### config.mk
export PLATFORM = sky130hd
export DESIGN_NAME = issue_decode_buffer
export DESIGN_NICKNAME = d
export VERILOG_FILES = /design/src/rtl/issue_decode_buffer.sv
export SDC_FILE = /design/constraint.sdc
export NUM_CORES = 1
export LEC_CHECK = 0
export CAP_MARGIN = 20
export CORE_MARGIN = 2
export CORE_UTILIZATION = 55
export CTS_BUF_LIST = sky130_fd_sc_hd__clkbuf_2
export DETAILED_ROUTE_END_ITERATION = 8
export GPL_ROUTABILITY_DRIVEN = 0
export PLACE_DENSITY = 0.88
export SYNTH_ARGS = -nofsm -noshare
export SYNTH_HDL_FRONTEND = slang
export SYNTH_SLANG_ARGS = --single-unit
### constraint.sdc
create_clock -name clk -period 12 [get_ports clk]
set_input_delay 2.4 -clock clk [delete_from_list [all_inputs] [get_ports clk]]
set_output_delay 2.4 -clock clk [all_outputs]
set_load 0.005 [all_outputs]
### src/rtl/issue_decode_buffer.sv
// N-wide decode/issue stage: holds one fetch bundle, decodes every slot and releases it as
// hazard-free issue groups on a registered valid/ready output. Optional perf counters: ISSUE_DECODE_PERF_EN.
module issue_decode_buffer #(
  parameter int unsigned ISSUE_WIDTH = 2,
  parameter int unsigned INSTR_W     = 32,
  parameter int unsigned CTRL_W      = 15
) (
  input  logic                           clk,
  input  logic                           rst,
  input  logic                           flush,
  input  logic                           in_valid,
  output logic                           in_ready,
  input  logic [ISSUE_WIDTH-1:0]         in_slot_valid,
  input  logic [ISSUE_WIDTH*INSTR_W-1:0] in_instr,
  output logic [ISSUE_WIDTH-1:0]         out_valid,
  input  logic                           out_ready,
  output logic [ISSUE_WIDTH*INSTR_W-1:0] out_instr,
  output logic [ISSUE_WIDTH*CTRL_W-1:0]  out_ctrl,
  output logic [ISSUE_WIDTH-1:0]         out_illegal
`ifdef ISSUE_DECODE_PERF_EN
  ,
  output logic [31:0]                    cnt_groups,
  output logic [31:0]                    cnt_splits
`endif
);

  function automatic logic [CTRL_W-1:0] decode(input logic [INSTR_W-1:0] ins);
    logic [14:0] c;
    c = '0;
    case (ins[31:26])
      6'h00: begin
        case (ins[5:0])
          6'h20:   c = 15'h0810;
          6'h22:   c = 15'h0811;
          6'h24:   c = 15'h0812;
          default: c = '0;
        endcase
      end
      6'h08:   c = 15'h0C00;
      6'h0D:   c = 15'h0C03;
      6'h23:   c = 15'h2C40;
      6'h2B:   c = 15'h1400;
      6'h04:   c = 15'h4001;
      6'h05:   c = 15'h4041;
      6'h02:   c = 15'h0100;
      6'h03:   c = 15'h0988;
      default: c = '0;
    endcase
    return CTRL_W'(c);
  endfunction

  logic [ISSUE_WIDTH*INSTR_W-1:0] h_instr_q, h_instr_d;
  logic [ISSUE_WIDTH-1:0]         pend_q, pend_d;
  logic [ISSUE_WIDTH-1:0]         out_valid_q, out_valid_d;
  logic [ISSUE_WIDTH*INSTR_W-1:0] out_instr_q, out_instr_d;
  logic [ISSUE_WIDTH*CTRL_W-1:0]  out_ctrl_q, out_ctrl_d;
  logic [ISSUE_WIDTH-1:0]         out_illegal_q, out_illegal_d;

  logic [CTRL_W-1:0] ctrl  [ISSUE_WIDTH];
  logic [4:0]        dest  [ISSUE_WIDTH];
  logic [4:0]        rs    [ISSUE_WIDTH];
  logic [4:0]        rt    [ISSUE_WIDTH];
  logic              wr    [ISSUE_WIDTH];
  logic              rd_rs [ISSUE_WIDTH];
  logic              rd_rt [ISSUE_WIDTH];
  logic              mem   [ISSUE_WIDTH];
  logic              ctl   [ISSUE_WIDTH];
  logic              jmp   [ISSUE_WIDTH];
  logic [5:0]        op    [ISSUE_WIDTH];

  for (genvar g = 0; g < ISSUE_WIDTH; g++) begin : g_slot
    logic [INSTR_W-1:0] ins;
    assign ins      = h_instr_q[g*INSTR_W +: INSTR_W];
    assign ctrl[g]  = decode(ins);
    assign op[g]    = ins[31:26];
    // J-format words carry PcSrc rather than the Jump bit, so jumps are recognised by opcode.
    assign jmp[g]   = (op[g] == 6'h02) || (op[g] == 6'h03);
    assign rs[g]    = ins[25:21];
    assign rt[g]    = ins[20:16];
    assign wr[g]    = ctrl[g][11];
    assign dest[g]  = (ctrl[g][5:4] == 2'b01) ? ins[15:11] :
                      (ctrl[g][5:4] == 2'b10) ? 5'd31 : ins[20:16];
    assign rd_rs[g] = !jmp[g];
    assign rd_rt[g] = (op[g] == 6'h00) || (op[g] == 6'h2B) || (op[g] == 6'h04) ||
                      (op[g] == 6'h05);
    assign mem[g]   = ctrl[g][13] | ctrl[g][12];
    assign ctl[g]   = ctrl[g][14] | jmp[g];
  end

  // Longest in-order prefix of pending slots free of conflicts with earlier group members.
  logic [ISSUE_WIDTH-1:0] grp;
  logic                   stop, hit;

  always_comb begin
    grp  = '0;
    stop = 1'b0;
    hit  = 1'b0;
    for (int j = 0; j < ISSUE_WIDTH; j++) begin
      if (pend_q[j] && !stop) begin
        hit = 1'b0;
        for (int i = 0; i < j; i++) begin
          if (grp[i] && (ctl[i] || (mem[i] && mem[j]) ||
              (wr[i] && (dest[i] != 5'd0) &&
               ((wr[j] && (dest[j] == dest[i])) ||
                (rd_rs[j] && (rs[j] == dest[i])) ||
                (rd_rt[j] && (rt[j] == dest[i])))))) begin
            hit = 1'b1;
          end
        end
        if (hit) stop = 1'b1;
        else     grp[j] = 1'b1;
      end
    end
  end

  logic advance;
  assign advance  = (out_valid_q == '0) || out_ready;
  assign in_ready = rst && !flush && ((pend_q == '0) || (advance && (grp == pend_q)));

  always_comb begin
    h_instr_d     = h_instr_q;
    pend_d        = pend_q;
    out_valid_d   = out_valid_q;
    out_instr_d   = out_instr_q;
    out_ctrl_d    = out_ctrl_q;
    out_illegal_d = out_illegal_q;
    if (!rst || flush) begin
      if (!rst) h_instr_d = '0;
      pend_d        = '0;
      out_valid_d   = '0;
      out_instr_d   = '0;
      out_ctrl_d    = '0;
      out_illegal_d = '0;
    end else begin
      if (advance) begin
        out_valid_d = grp;
        for (int s = 0; s < ISSUE_WIDTH; s++) begin
          out_instr_d[s*INSTR_W +: INSTR_W] = grp[s] ? h_instr_q[s*INSTR_W +: INSTR_W] : '0;
          out_ctrl_d[s*CTRL_W +: CTRL_W]    = grp[s] ? ctrl[s] : '0;
          out_illegal_d[s]                  = grp[s] && (ctrl[s] == '0);
        end
        pend_d = pend_q & ~grp;
      end
      if (in_valid && in_ready) begin
        h_instr_d = in_instr;
        pend_d    = in_slot_valid;
      end
    end
  end

  always_ff @(posedge clk) begin
    h_instr_q     <= h_instr_d;
    pend_q        <= pend_d;
    out_valid_q   <= out_valid_d;
    out_instr_q   <= out_instr_d;
    out_ctrl_q    <= out_ctrl_d;
    out_illegal_q <= out_illegal_d;
  end

  assign out_valid   = out_valid_q;
  assign out_instr   = out_instr_q;
  assign out_ctrl    = out_ctrl_q;
  assign out_illegal = out_illegal_q;

`ifdef ISSUE_DECODE_PERF_EN
  logic [31:0] cnt_groups_q, cnt_groups_d, cnt_splits_q, cnt_splits_d;

  always_comb begin
    cnt_groups_d = cnt_groups_q;
    cnt_splits_d = cnt_splits_q;
    if (!rst) begin
      cnt_groups_d = '0;
      cnt_splits_d = '0;
    end else begin
      if ((out_valid_q != '0) && out_ready) cnt_groups_d = cnt_groups_q + 32'd1;
      if (!flush && advance && (pend_q != '0) && ((pend_q & ~grp) != '0)) begin
        cnt_splits_d = cnt_splits_q + 32'd1;
      end
    end
  end

  always_ff @(posedge clk) begin
    cnt_groups_q <= cnt_groups_d;
    cnt_splits_q <= cnt_splits_d;
  end

  assign cnt_groups = cnt_groups_q;
  assign cnt_splits = cnt_splits_q;
`endif

endmodule

# Word-level counts from Yosys, hierarchy flattened
# Index checks and enable logic that the tools add are counted.
# word_totals
ff_bits,164
elab_cells,102
mem_count,0
mem_bits_rw,0
inputBits,71
out_inout_bits,99
latchBits,0
mem_bits_ro,0
# classes
div_mod_pow,0
bitwise,5
shifts,0
eq_ne,31
n_lt_le_gt_ge,0
n_addsub,0
reduce_logical,38
mux,22
multipliers,0
# ops
operator,n
15-bit one-hot mux with 9 select lines,2
64-bit two-way mux,3
12-bit one-hot mux with 3 select lines,2
32-bit two-way mux,2
"6-bit == test, second input constant",10
15-bit zero test,2
15-bit two-way mux,2
"6-bit by 2-bit == test with 1-bit output, second input constant",4
"6-bit by 3-bit == test with 1-bit output, second input constant",4
"6-bit by 4-bit == test with 1-bit output, second input constant",4
5-bit two-way mux,4
5-bit == test,3
1-bit logical AND,13
6-bit zero test,2
1-bit logical OR,12
1-bit two-way mux,5
5-bit nonzero test,1
"2-bit by 1-bit == test with 1-bit output, second input constant",2
"2-bit == test, second input constant",2
2-bit zero test,2
2-bit two-way mux,2
2-bit nonzero test,2
1-bit zero test,3
1-bit bitwise OR,3
other kinds (5),5

# Longest topological paths before layout
# Gate-level depths: netlist (run 1).
# logic_depth
ltp_word,24
depth_mapped,11
depth_no_buf,8

# Worst setup path after synthesis (run 1)
# No wires, ideal clock.
# synth_path
path_type,input-to-reg
start,in rst
end,"reg h_instr_q[0], enable pin"
path_stages,6
setup_time_ps,574
t_arrival_ps,7630
slack_ps,3795
path_cell_list,nor2b_1 > clkbuf_1 > nand2_1 > nor2_1 > a21oi_1 > o21ai_0
# synth_between
elab_chain_cells,5
elab_cells_between_ends,8
cone_classes,eq/ne: 1; reduce/logical: 7
# synth_lines
element,line,rtl
"start, declared",9,"input logic rst,"
1-bit logical AND (2 in a row),118,assign in_ready = rst && !flush && ((pend_q == '0) || (advance && (grp == pend_q)));
1-bit logical AND,144,if (in_valid && in_ready) begin
2-bit nonzero test (no line),--,
2-bit AND reduction (no line) (*),--,
"end signal, assigned",152,h_instr_q <= h_instr_d;
"end, declared",52,"logic [ISSUE_WIDTH*INSTR_W-1:0] h_instr_q, h_instr_d;"
# Every way passes the cells marked *; elsewhere a longest branch is shown, timed or not.
# A chain may end at the register's enable or synchronous reset.

# Final worst setup path (run 1)
# layout_path
start,in rst
end,out in_ready
# layout_between
elab_chain_cells,2
# layout_lines
element,line,rtl
1-bit logical AND (2 in a row),118,
"end, declared",12,"output logic in_ready,"
# No other way between the ends.

==> results of run 1 <==
[metrics by stage]
stage	util (%)	cells	setup slack, ns	hold WS (ns)
global placement	69.8	935	4.28	0.440
CTS	71.8	967	4.20	0.471
global route	72.2	969	3.92	0.487
floorplan	-	677	3.80	0.448
finish	72.3	970	4.18	0.472
detailed placement	69.8	935	4.20	0.445
[cell families after synthesis]
logic type	count (synthesis)	share of synthesized area (%)
AO/OA/AOI/OAI	130	12.4
XOR/XNOR	18	2.37
buffers and inverters	67	4.39
flip-flops	156	56.5
multiplexers	10	1.56
other	1	0.0563
AND/OR/NAND/NOR	290	22.7
[sequential cells by signal (all words and copies together), names as in the netlist]
register and cells:
h_instr_q 64, out_ctrl 22, out_illegal 2, out_instr 64, out_valid 2, pend_q 2
[placed cells by master, fill, tap and decap left out, types with 5 or more instances in the layout]
master | netlist | layout
nand2_1 | 94 | 94
nand4_1 | 7 | 7
inv_1 | 10 | 10
clkinvlp_4 | 0 | 6
edfxtp_1 | 64 | 64
o21ai_0 | 34 | 33
clkbuf_2 | 0 | 19
clkdlybuf4s50_1 | 0 | 163
nor2_1 | 21 | 19
nand3_1 | 73 | 73
conb_1 | 1 | 6
and2_1 | 64 | 64
buf_4 | 8 | 5
o31ai_2 | 10 | 10
o31ai_1 | 9 | 9
xor2_1 | 7 | 7
xnor2_1 | 11 | 11
mux2i_1 | 9 | 9
a21oi_1 | 53 | 53
dfxtp_1 | 92 | 92
[power groups by stage]
| stage | clock network (mW) | logic (mW) | registers [mW] |
|---|---|---|---|
| after floorplan | 0 | 0.0652 | 0.604 |
| after global placement | 0 | 0.101 | 0.609 |
| after detailed placement | 0 | 0.104 | 0.611 |
| after CTS | 0.292 | 0.105 | 0.601 |
| after global routing | 0.313 | 0.116 | 0.604 |
| final | 0.290 | 0.107 | 0.601 |
[cell usage after synthesis, types with 2 or more instances]
cell and number:
mux2i_1 9, nor4b_1 3, dfxtp_1 92, a31oi_1 4
o21ai_0 34, a222oi_1 3, nand3_1 73, buf_2 3
nor2b_1 2, or2_2 3, nor4_1 2, edfxtp_1 64
a21oi_1 53, nand4_1 7, inv_1 10, o21a_1 3
buf_4 8, o31ai_1 9, o32ai_1 2, a21o_1 2
xor2_1 7, nor2_1 21, nand2b_1 4, buf_1 6
o31ai_2 10, and2_1 64, xnor2_1 11, nand2_1 94
nor3b_1 4, clkbuf_1 39
[routing by layer]
| layer | track usage, % | up-vias |
|---|---|---|
| met5 | 0 | - |
| met4 | 12.6 | 0 |
| met3 | 5.03 | 49 |
| met2 | 43.6 | 259 |
| met1 | 30.3 | 2606 |
| li1 | - | 2624 |
[worst min-delay path: stages (launching register included)]
cell     delay [ns]
dfxtp_1        0.37
nand2_1        0.05
a21oi_1        0.05
[path summary, 6_finish.rpt]
path,to,startpoint
setup / recovery,in_ready,rst
hold / removal,out_ctrl[4],out_ctrl[4]
setup reg to reg,h_instr_q[40],h_instr_q[31]
hold reg to reg,out_ctrl[4],out_ctrl[4]
[area by class of cell]
type                    count  area share [%]
flip-flops and latches    156            43.7
well taps                 147            2.14
diodes                      1          0.0291
repair buffers            170            19.9
clock inverters            13            1.67
clock buffers              19            1.10
multi-input cells         454            30.9
inverters                  10           0.436
==> flow_summary.ini, run 1 <==
[critical_path]
rr_worst_depth = 9
crit_path_max_fanout = 100
crit_arrival_ns = 5.42
cpMostUsedCell = clkdlybuf4s50_1
worstSetupPathType = input pin to output port
slowest_stage = buf_4
crit_required_ns = 9.60
cp_cell_sequence = clkdlybuf4s50_1, nor2b_4, buf_4, nand2_1, nor2_1, a21oi_1, inv_1, clkdlybuf4s50_1
crit_family = buffers and inverters
r2r_setup_slack_ns = 8.19
max_stage_delay_ns = 0.64
path_depth = 8
cp-start-kind = input pin
cp-end-kind = output port
worst-path-buf-inv = 4

[synth]
ys_seq_area_share_pct = 56.5
yosys.area.top_type = edfxtp_1
synth-edff-count = 64
synth.cell_area_mm2 = 0.00666
yosysUniqueCellTypes = 56
synthCells = 672
syn_avg_cell_area_um2 = 9.91
synth_area_leaders = edfxtp_1, dfxtp_1, and2_1
yosys_warnings = 0
ys.flop_type = dfxtp_1
synth_top_area_share_pct = 28.8
ys_ff_latch = 156
async_reset_ff_share_pct = 0

[timing]
tightest_slew_ns = 0.933
max_freq_ghz = 0.128
worst_slew_margin_rel_pct = 37.8
finalCriticalPeriod_ns = 7.82
slew_viol_final = 0
finalHoldViolations = 0
post-route-period-util_pct = 65.1
finalSetupViolCount = 0
fin_setup_tns_ns = 0
fin_skew_ns = 0.0490
rsz0062_at_grt = false

[pwr]
switching_power_uw = 271
leakagePower_nw = 2.96
pwr-share-seq_pct = 60.2
p_per_area_mw_per_mm2 = 116
power.total_uw = 998
peakVddDrop_v = 0.0000524
switching_share_pct = 27.1
clkPwrFrac_pct = 29.0
intPower_uw = 728
pwr-share-comb_pct = 10.7

[drt]
wl_met1_mm = 6.57
wl_met3_um = 929
detail_route.wl_per_cell_um = 17.2
drc_errors = 0
wl_met2_mm = 8.51
routed_wl_mm = 16.7
vias = 5538
firstDrtPassIters = 5
routed.top_layer = met4
detailedRoute.firstIterationViolations = 613
antenna_left = 0
avgViaCountPerCell = 5.71

[clocking]
clk_latency_ns = 0.74
cts_resized = 0
cts-htree-levels = 4
numCtsBuffers = 17
root_buffer = clkbuf_2
clk_pin_slew_ns = 0.24
clock_path_buffers = 2
cts_hold_buf = 0
cts.sinks = 156
tritoncts = done
cts_setup_buffers = 0

[floorplan]
die_area_mm2 = 0.0130
fp.dieH_um = 114
initial_core_util_pct = 55.9
dieWidth_um = 114
core_mm2 = 0.0119
num_io_pins = 170
fp-row-count = 40

[place]
post_dp_cell_area_mm2 = 0.00832
dp.final_hpwl_mm = 11.2
numPortBuffers = 163

[grt]
antenna_found_initial = 0
grt_max_degree = 101
grt_pass1_vias = 5331
grt_pass1_wl_mm = 25.7
grt.overflow.total = 0
track_usage_pct = 25.3

[status]
status = finished, final reports clean

[finish]
design_area_mm2 = 0.00861
nFillCells = 845
area_delta_synth_final_pct = 29.2
drive_gt1_share_pct = 7.91
layout.area.seq_mm2 = 0.00376
nets = 880
multi_input_area_mm2 = 0.00266

[job]
max_cap_viol_count = 0

[min_path]
min_path_cells = 2
min_path_type = flop to flop
No activity file was read; power rests on OpenSTA's default activity.
==> inputs of run 2 (changes only) <==
CORE_UTILIZATION = 51   (was 55)
PLACE_DENSITY = 0.83   (was 0.88)
clock period = 7.2 ns   (was 12 ns; I/O delays follow)
==> flow_summary.ini, run 2 (synthesis results as in run 1) <==
[drt]
detail_route.wl_per_cell_um = 16.6
detailedRoute.firstIterationViolations = 450
routed_wl_mm = 16.5
avgViaCountPerCell = 5.56
antenna_left = 0
vias = 5540
firstDrtPassIters = 5
drc_errors = 0

[grt]
grt_use_met1_pct = 28.0
grt_max_degree = 100
met2_usage_pct = 39.9
grt.met3_usage_pct = 4.92
track_usage_pct = 23.2
grt_most_used_layer = met2
grt.overflow.total = 0
antenna_found_initial = 2
grt_pass1_wl_mm = 26.1
grt_pass1_vias = 5309

[clocking]
cts_setup_buffers = 0
clk_pin_slew_ns = 0.23
cts.sinks = 156
tritoncts = done
clk_latency_ns = 0.71
cts_hold_buf = 0
cts_resized = 0
numCtsBuffers = 17
cts-htree-levels = 4
root_buffer = clkbuf_2
clock_path_buffers = 2

[finish]
design_area_mm2 = 0.00870
final_cell_mix = clkdlybuf4s50_1, nand2_1, dfxtp_1
area_delta_synth_final_pct = 30.5
layout_commonest_cell = clkdlybuf4s50_1
drive_gt1_share_pct = 8.03
nets = 880
layout.cells.non_filler = 996

[pwr]
p_per_area_mw_per_mm2 = 202
peakVddDrop_v = 0.000111
leakagePower_nw = 3.00

[critical_path]
cp_cell_sequence = nor4_4, nand4_4, mux2i_2, a222oi_1, a32o_1, a22oi_1, a21oi_1, inv_1, clkdlybuf4s50_1
cp-start-kind = flop
slowest_stage = edfxtp_1
worstSetupPathType = flop to output port
crit_path_max_fanout = 8
crit_arrival_ns = 4.02
cp-end-kind = output port
max_stage_delay_ns = 0.55
startpoint = h_instr_q[30]
worst-path-buf-inv = 2
crit_family = compound AO/OA/AOI/OAI gates
r2r-start = h_instr_q[30]
crit_required_ns = 5.76

[timing]
post-route-period-util_pct = 75.8
finalHoldViolations = 0
fin_skew_ns = 0.0519
finalCriticalPeriod_ns = 5.46
tightest_slew_ns = 1.06
worst_slew_margin_rel_pct = 29.0
fin_setup_tns_ns = 0
finalSetupViolCount = 0
rsz0062_at_grt = false
slew_viol_final = 0
max_freq_ghz = 0.183

[place]
dp.cells = 961
post_dp_cell_area_mm2 = 0.00836
numPortBuffers = 163
dp.final_hpwl_mm = 11.3

[floorplan]
initial_core_util_pct = 52.6
num_io_pins = 170
fp.dieH_um = 118
die_area_mm2 = 0.0140
core_mm2 = 0.0127
dieWidth_um = 118
fp-row-count = 41

[min_path]
min_path_type = flop to flop
min_from = out_instr[19]

[job]
max_cap_viol_count = 0

[status]
status = finished, final reports clean
-- run 2: cell types whose count changed in the layout (fill, tap and decap cells not counted), sizes merged --
cell,before,now
bufinv,2,5
clkbuf,19,18
clkinvlp,6,2
diode,1,2
inv,12,14
-- run 2: layout make-up --
cell class | instances | area, um2
Fill cell | 970 | 3970
Sequential cell | 156 | 3760
Multi-Input combinational cell | 454 | 2660
Timing Repair Buffer | 170 | 1700
Clock inverter | 14 | 218
Tap cell | 172 | 215
Clock buffer | 18 | 90.1
Inverter | 10 | 37.5
Antenna cell | 2 | 5.00
-- run 2: routing by layer --
layer	wire length [um]	part of all wire, %
met5	0	0
met3	1050	6.3
met1	6580	40
met2	8340	50
met4	561	3.4
-- run 2: power by group --
part / internal, mW / switching [mW] / total, mW
combinational: 0.0864 / 0.0920 / 0.178
sequential: 0.963 / 0.0380 / 1.00
clock: 0.267 / 0.314 / 0.582
total: 1.32 / 0.444 / 1.76
-- run 2: worst min-delay path: cells and delay by family (launching register included) --
family / cells / cell delay, ns
AOI/OAI and AO/OA: 1 / 0.05
DFF: 1 / 0.36
and+or+nand+nor: 1 / 0.05
-- run 2: worst paths after layout --
check                                     end  slack (ns)  cells after the start
worst max register to register  h_instr_q[55]        2.84                      9
worst min-delay path            out_instr[19]        0.47                      2
worst max-delay path                 in_ready        1.74                      9
worst min register to register  out_instr[19]        0.47                      2
-- run 2: per-stage QoR --
stage	total power, mW	worst slack [ns]	util [%]	hold slack (ns)
after floorplan	1.11	1.68	-	0.448
after global placement	1.19	1.86	66.0	0.437
after detailed placement	1.19	1.81	66.0	0.446
after CTS	1.76	1.74	68.4	0.469
after global routing	1.82	1.47	68.6	0.494
final	1.76	1.74	68.6	0.469
